--- config.mk ---
export PLATFORM = sky130hd
export DESIGN_NAME = mem_access_unit
export DESIGN_NICKNAME = d
export VERILOG_FILES = /design/src/rtl/mem_access_unit.sv
export SDC_FILE = /design/constraint.sdc
export NUM_CORES = 1
export LEC_CHECK = 0
export ABC_AREA = 1
export BUFFER_PORTS_ARGS = -buffer_cell sky130_fd_sc_hd__clkbuf_2
export CORE_MARGIN = 3
export CORE_UTILIZATION = 45
export CTS_CLUSTER_SIZE = 40
export DETAILED_ROUTE_END_ITERATION = 8
export GPL_ROUTABILITY_DRIVEN = 0
export PLACE_DENSITY = 0.8
export SLEW_MARGIN = 5
export SYNTH_ARGS = -nofsm -noshare
export SYNTH_HDL_FRONTEND = slang
export SYNTH_SLANG_ARGS = --single-unit
--- constraint.sdc ---
create_clock -name clk -period 2 [get_ports clk]
set_clock_uncertainty 0.2 [all_clocks]
set_input_delay 0 -clock clk [delete_from_list [all_inputs] [get_ports clk]]
set_output_delay 0 -clock clk [all_outputs]
set_load 0.005 [all_outputs]
--- src/rtl/mem_access_unit.sv ---
// Memory stage: resolves branches, runs load/store over a valid/ack port, strobes writeback.
// 1-cycle result for non-memory ops; memory ops hold in_ready low until ack or timeout abort.
module mem_access_unit #(
  parameter int TIMEOUT = 15
) (
  input  logic        clk,
  input  logic        rst,
  input  logic        in_valid,
  output logic        in_ready,
  input  logic [31:0] alu_out,
  input  logic        zero,
  input  logic        overflow,
  input  logic [29:0] btarg,
  input  logic        branch,
  input  logic        mem_read,
  input  logic        mem_write,
  input  logic [31:0] store_data,
  input  logic        reg_write,
  input  logic [4:0]  rw,
  output logic        dmem_req,
  output logic        dmem_we,
  output logic [29:0] dmem_addr,
  output logic [31:0] dmem_wdata,
  input  logic        dmem_ack,
  input  logic [31:0] dmem_rdata,
  output logic        redirect,
  output logic [29:0] redirect_pc,
  output logic        wb_valid,
  output logic        wb_we,
  output logic [4:0]  wb_rw,
  output logic [31:0] wb_data,
  output logic        exc
);

  typedef enum logic {IDLE, ACCESS} state_t;

  localparam int CW = (TIMEOUT > 2) ? $clog2(TIMEOUT) : 1;
  localparam logic [CW-1:0] LAST = CW'(TIMEOUT - 1);

  state_t        state;
  logic [CW-1:0] cnt;
  logic          acc_load;
  logic          acc_rwe;
  logic          mem_op;

  assign mem_op   = mem_read | mem_write;
  assign in_ready = (state == IDLE) & ~rst;

  always_ff @(posedge clk) begin
    if (rst) begin
      state       <= IDLE;
      cnt         <= '0;
      acc_load    <= 1'b0;
      acc_rwe     <= 1'b0;
      dmem_req    <= 1'b0;
      dmem_we     <= 1'b0;
      dmem_addr   <= '0;
      dmem_wdata  <= '0;
      redirect    <= 1'b0;
      redirect_pc <= '0;
      wb_valid    <= 1'b0;
      wb_we       <= 1'b0;
      wb_rw       <= '0;
      wb_data     <= '0;
      exc         <= 1'b0;
    end else begin
      redirect <= 1'b0;
      wb_valid <= 1'b0;
      wb_we    <= 1'b0;
      exc      <= 1'b0;
      case (state)
        IDLE: begin
          if (in_valid) begin
            wb_rw   <= rw;
            wb_data <= alu_out;
            // Branch decode takes precedence: its memory flags are don't-care.
            if (branch) begin
              wb_valid <= 1'b1;
              redirect <= zero;
              if (zero) redirect_pc <= btarg;
            end else if (overflow || (mem_op && alu_out[1:0] != 2'b00)) begin
              wb_valid <= 1'b1;
              exc      <= 1'b1;
            end else if (mem_op) begin
              state      <= ACCESS;
              cnt        <= '0;
              dmem_req   <= 1'b1;
              dmem_we    <= mem_write;
              dmem_addr  <= alu_out[31:2];
              dmem_wdata <= store_data;
              acc_load   <= ~mem_write;
              acc_rwe    <= reg_write;
            end else begin
              wb_valid <= 1'b1;
              wb_we    <= reg_write;
            end
          end
        end
        ACCESS: begin
          // Ack is tested first so an ack on the last allowed cycle wins over abort.
          if (dmem_ack) begin
            state    <= IDLE;
            dmem_req <= 1'b0;
            wb_valid <= 1'b1;
            wb_we    <= acc_load & acc_rwe;
            if (acc_load) wb_data <= dmem_rdata;
          end else if (cnt == LAST) begin
            state    <= IDLE;
            dmem_req <= 1'b0;
            wb_valid <= 1'b1;
            exc      <= 1'b1;
          end else begin
            cnt <= cnt + CW'(1);
          end
        end
        default: state <= IDLE;
      endcase
    end
  end

endmodule

# Yosys cells after proc, flatten, opt, wreduce, memory -nomap -nowiden
# Cells that the tools add are included.
# totals
register_bits,142
inputBits,141
output_inout_bits,136
word_cells,88
# classes
addsub,1
n_eq_ne,10
muxes,43
n_bitwise,9
n_reduce_logical,10
# ops
operator,n
two-way mux 32 bit,3
case mux 32 bit (2 select lines),1
two-way mux 1 bit,27
two-way mux 4 bit,6
"!= test 2 bit, second input constant",7
case mux 1 bit (2 select lines),5
AND reduction 5 bit,2
case mux 4 bit (2 select lines),1
NOT 1 bit,6
AND reduction 6 bit,1
"adder 4 x 1 -> 4 bit, second input constant",1
"== test 4 bit, second input constant",1
AND reduction 4 bit,1
OR reduction 4 bit,1
"!= test 3 x 2 -> 1 bit, second input constant",1
AND reduction 3 bit,1
bitwise AND 1 bit,2
"!= test 2 x 1 -> 1 bit, second input constant",1
AND reduction 2 bit,1
nonzero test 2 bit,1
logical AND 1 bit,1
logical OR 1 bit,1
OR 1 bit,1

# Longest topological paths before layout
# logic_depth
word_depth,7
mapped_depth,8
ltp_nobuf,8

# Worst setup path before layout
# No wires, ideal clock.
# synth_path
kind,reg2reg
startpoint,register state
endpoint,register wb_data[11]
setup_ns,0.137
arrival_time_ns,1.138
required_time_ns,1.663
setup_slack_ns,0.525
path_stages_with_launch,7
path_buffers,2
period_less_slack_ns,1.475
path_cell_list,dfxtp_1 buf_4 inv_4 nand2_2 nand2_2 buf_1 a31oi_1
# synth_between
elab_chain_cells,3
word_cells_on_any_way,6
classes_between,eq/ne: 3; mux: 1; bitwise: 1; reduce/logical: 1
# synth_lines
item,line,text
"start, declared",40,state_t state;
"start signal, assigned",51,state <= IDLE;
"start signal, assigned",85,state <= ACCESS;
"start signal, assigned",102,state <= IDLE;
NOT 1 bit (no source line),n/a,
!= test 2 bit (no source line),n/a,
AND reduction 3 bit (no source line),n/a,
"end signal, assigned",75,wb_data <= alu_out;
"end signal, assigned",106,if (acc_load) wb_data <= dmem_rdata;
"end, declared",31,"output logic [31:0] wb_data,"
# Several ways; a longest one is shown, not always the timed one.
# A chain may end at the register's enable or synchronous reset.

# Worst setup path in the final report
# layout_path
startpoint,register state
endpoint,register cnt[2]
# layout_between
elab_chain_cells,3
word_cells_on_any_way,9
classes_between,eq/ne: 6; mux: 1; bitwise: 1; reduce/logical: 1
# layout_lines
item,line,text
NOT 1 bit (no source line),n/a,
!= test 2 bit (no source line),n/a,
AND reduction 6 bit (no source line),n/a,
"end signal, assigned",113,cnt <= cnt + CW'(1);
"end, declared",41,logic [CW-1:0] cnt;
# Several ways; a longest one is shown, not always the timed one.

==> impl_summary.md <==
Yosys
By area the synthesized netlist is led by sky130_fd_sc_hd__dfxtp_1 54%, sky130_fd_sc_hd__nor2_1 15%, sky130_fd_sc_hd__o21ai_0 8.9%. The flip-flop and latch count after synthesis is 142. The total nets after synthesis is between 800 and 900.

The share of synthesized area in the top cell type comes to 0.5408. The cell area after technology mapping is around 0.0053 mm^2. The share of the Yosys chip area taken by registers is 0.5408. Of all cell types, the one taking the most synthesized area is sky130_fd_sc_hd__dfxtp_1. The number of unique standard cell types used by synthesis is 22. The count of mapped cells out of synthesis is roughly 690. Dividing the synthesized area by the synthesized cell count gives approximately 7.7 um^2. Yosys printed 0 warnings.

Route
The routed wire length is just over 20000 um. The ratio of routed vias to standard cells is 5.205. The pre-antenna-repair detailed-routing pass consisted of 6 iterations. The number of vias in the routed layout is ~6500. The initial detailed-routing violation count is 585. The per-cell routed wire length is 16.51 um.

The post-route DRC violation count is 0. The detail route stage leaves a number of antenna-violating nets equal to 0.

Floorplan
The initial utilization of the core area, before any placement, comes to 0.4724. The height of the chip is roughly 110 um. The die span in x is ~110 um. The number of placement rows is 38. The core region is 0.01113 mm^2. Pin placement for this block handled ~280 I/O pins. The die covers around 0.013 mm^2.

Global routing
Entering global routing, the biggest net connects between 60 and 70 pins. The remaining global-route overflow is 0. The number of global-route vias before repair is about 6600. The total routing resource utilization after global routing is 0.3177.

The first global-routing pass estimated about 33000 um of wire. The number of antenna violations at the first check in global routing was 0.

STA
The number of endpoints with negative hold slack in the final report is 0. The worst hold slack after final layout is about 0.12 ns. The normalized max-slew margin is 0.7419. Setup repair after global routing left no endpoint under its margin. The total of endpoints with negative setup slack in the final report is 0. For the pin with the worst max-slew slack, the measured transition is 0.3871 ns. The setup TNS is 0 ns. The max-slew violation count is 0. For this run, the top clock speed supported by timing is 525.0 MHz. The portion of the clock cycle consumed by the worst path in the final layout is 0.9523. The clock period could shrink to ~1.9 ns.

Layout
The share of layout cells above drive strength 1 is 0.2967. The top cell types in the final layout, fill and taps aside, are 275 x sky130_fd_sc_hd__clkbuf_2, 203 x sky130_fd_sc_hd__nor2_1, 149 x sky130_fd_sc_hd__dlygate4sd3_1. The filler cell count is around 660. Leaving out fill and tap cells, the most frequent cell in the layout is sky130_fd_sc_hd__clkbuf_2. The antenna diode instance count is 0.

The net count of the finished layout is ~1200. The layout overhead on the synthesized area is 66.79%.

CTS
The clock tree from TritonCTS is yes. The clock drives roughly 140 sinks. The number of clock buffers inserted by TritonCTS is 17. The register clock-pin slew on the reported worst setup and hold paths is ~0.050 ns.

The clock passes through at most 2 buffers. The count of buffers added by post-CTS timing repair for setup is 0. The H-tree depth is 4. The later pin in the worst-skew pair is clocked with a latency of about 0.42 ns.

The master cell of the clock root buffer is sky130_fd_sc_hd__clkbuf_16.

Run
The reported max-cap violation count is 0.

Power
The worst vdd rail ir drop is about 0.8 mV. The ratio of total power to cell area is around 770 mW/mm^2. The leakage power figure is ~4.3 nW.

Placed design
The count of input and output buffers is 276. The half-perimeter wire length of the detailed placement result is roughly 11000 um.

Setup path
In this run the worst path has a maximum fanout of 8. The data required time at the worst endpoint is 2.15 ns. The worst setup path is of the flip-flop to flip-flop kind. The setup check on the worst reg-to-reg path leaves a slack of between 0.09 and 0.1 ns.

The worst setup path is launched from a flip-flop. Data on the critical path arrives at its endpoint at between 2 and 2.5 ns. The sort of element at the end of the critical path is a flip-flop.

Worst hold path
The kind of path behind the tightest hold check is primary input to flip-flop.

Run status
The run finished with clean final reports.
==> per-stage QoR <==
stage	total power [mW]	util	cells	instance area, um^2	setup WS [ns]
after CTS	6.726	0.7866	1249	8751	0.02165
after detailed placement	3.624	0.6043	1068	6723	0.3512
after global routing	7.022	0.7880	1249	8767	0.002028
after global placement	3.617	0.6043	1068	6723	0.3698
after floorplan	3.293	-	686	5256	0.5252
final	6.767	0.7880	1249	8767	0.09538
==> path summary, 6_finish.rpt <==
check / from / to / cells after the start
setup / recovery: state / cnt[2] / 7
hold / removal: alu_out[1] / acc_rwe / 7
setup reg to reg: state / cnt[2] / 7
hold reg to reg: dmem_we / dmem_we / 2
==> layer usage <==
| metal | up-vias | global-route usage | routed length, um | share of wire |
|---|---|---|---|---|
| li1 | 3065 | - | - | - |
| met3 | 112 | 0.09355 | 1673 | 0.081 |
| met5 | - | 0 | 0 | 0 |
| met4 | 0 | 0.2146 | 1215 | 0.059 |
| met1 | 2925 | 0.3456 | 7564 | 0.37 |
| met2 | 399 | 0.5328 | 10160 | 0.49 |
==> state kept, by name, indices dropped and copies added, names as in the netlist, 4 cells and up <==
register / count
dmem_wdata: 32
wb_data: 32
dmem_addr: 30
redirect_pc: 30
wb_rw: 5
cnt: 4
==> timing repair <==
item | CTS | global route
setup endpoints to repair | 0 | 10
endpoints found under the hold margin | 142 | 0
hold buffers | 149 | 0
gates resized for setup | 0 | 10
==> worst max-delay path, stage by stage (launching register included) <==
cell                            delay (ns)
sky130_fd_sc_hd__dfxtp_2              0.44
sky130_fd_sc_hd__nor2_4               0.06
sky130_fd_sc_hd__nand2_2              0.09
sky130_fd_sc_hd__dlygate4sd3_1        0.55
sky130_fd_sc_hd__nand2_1              0.08
sky130_fd_sc_hd__nand2_1              0.17
sky130_fd_sc_hd__nand2_1              0.10
sky130_fd_sc_hd__a21oi_1              0.15
==> cells in the mapped netlist <==
master                     number
sky130_fd_sc_hd__a21oi_1        9
sky130_fd_sc_hd__a31oi_1       32
sky130_fd_sc_hd__buf_1          2
sky130_fd_sc_hd__buf_2          9
sky130_fd_sc_hd__buf_4          2
sky130_fd_sc_hd__buf_6          4
sky130_fd_sc_hd__clkbuf_1      30
sky130_fd_sc_hd__dfxtp_1      142
sky130_fd_sc_hd__ha_1           2
sky130_fd_sc_hd__inv_1         13
sky130_fd_sc_hd__inv_2          2
sky130_fd_sc_hd__inv_4          1
sky130_fd_sc_hd__nand2_1       84
sky130_fd_sc_hd__nand2_2        3
sky130_fd_sc_hd__nand3_1        6
sky130_fd_sc_hd__nand4_1        4
sky130_fd_sc_hd__nor2_1       204
sky130_fd_sc_hd__nor2_2         1
sky130_fd_sc_hd__nor2_4         2
sky130_fd_sc_hd__o21ai_0       93
sky130_fd_sc_hd__o21ai_1       40
sky130_fd_sc_hd__or2_0          1
==> power by group <==
part / leakage [nW] / internal, mW / switching [mW]
Combinational: 2.86 / 0.459 / 0.382
Clock: 0.271 / 1.76 / 1.16
Sequential: 1.16 / 2.94 / 0.0631
==> final cells by class <==
| class | count | area (um^2) | share of cell area |
|---|---|---|---|
| Timing Repair Buffer | 438 | 3010 | 0.3434 |
| Sequential cell | 142 | 2844 | 0.3244 |
| Multi-Input combinational cell | 481 | 2133 | 0.2433 |
| Clock buffer | 24 | 471.7 | 0.05380 |
| Tap cell | 140 | 175.2 | 0.01998 |
| Inverter | 16 | 67.56 | 0.007707 |
| Clock inverter | 8 | 65.06 | 0.007421 |
==> cells by family (layout without fill, tap and decap cells) <==
family / after synthesis / count (layout) / synth area share
DFF: 142 / 142 / 0.5408
adders and majority gates: 2 / 2 / 0.004760
buffers and inverters: 63 / 486 / 0.05475
AOI/OAI and AO/OA: 174 / 174 / 0.1733
and+or+nand+nor: 305 / 305 / 0.2264
(Power assumes the default switching activity.)
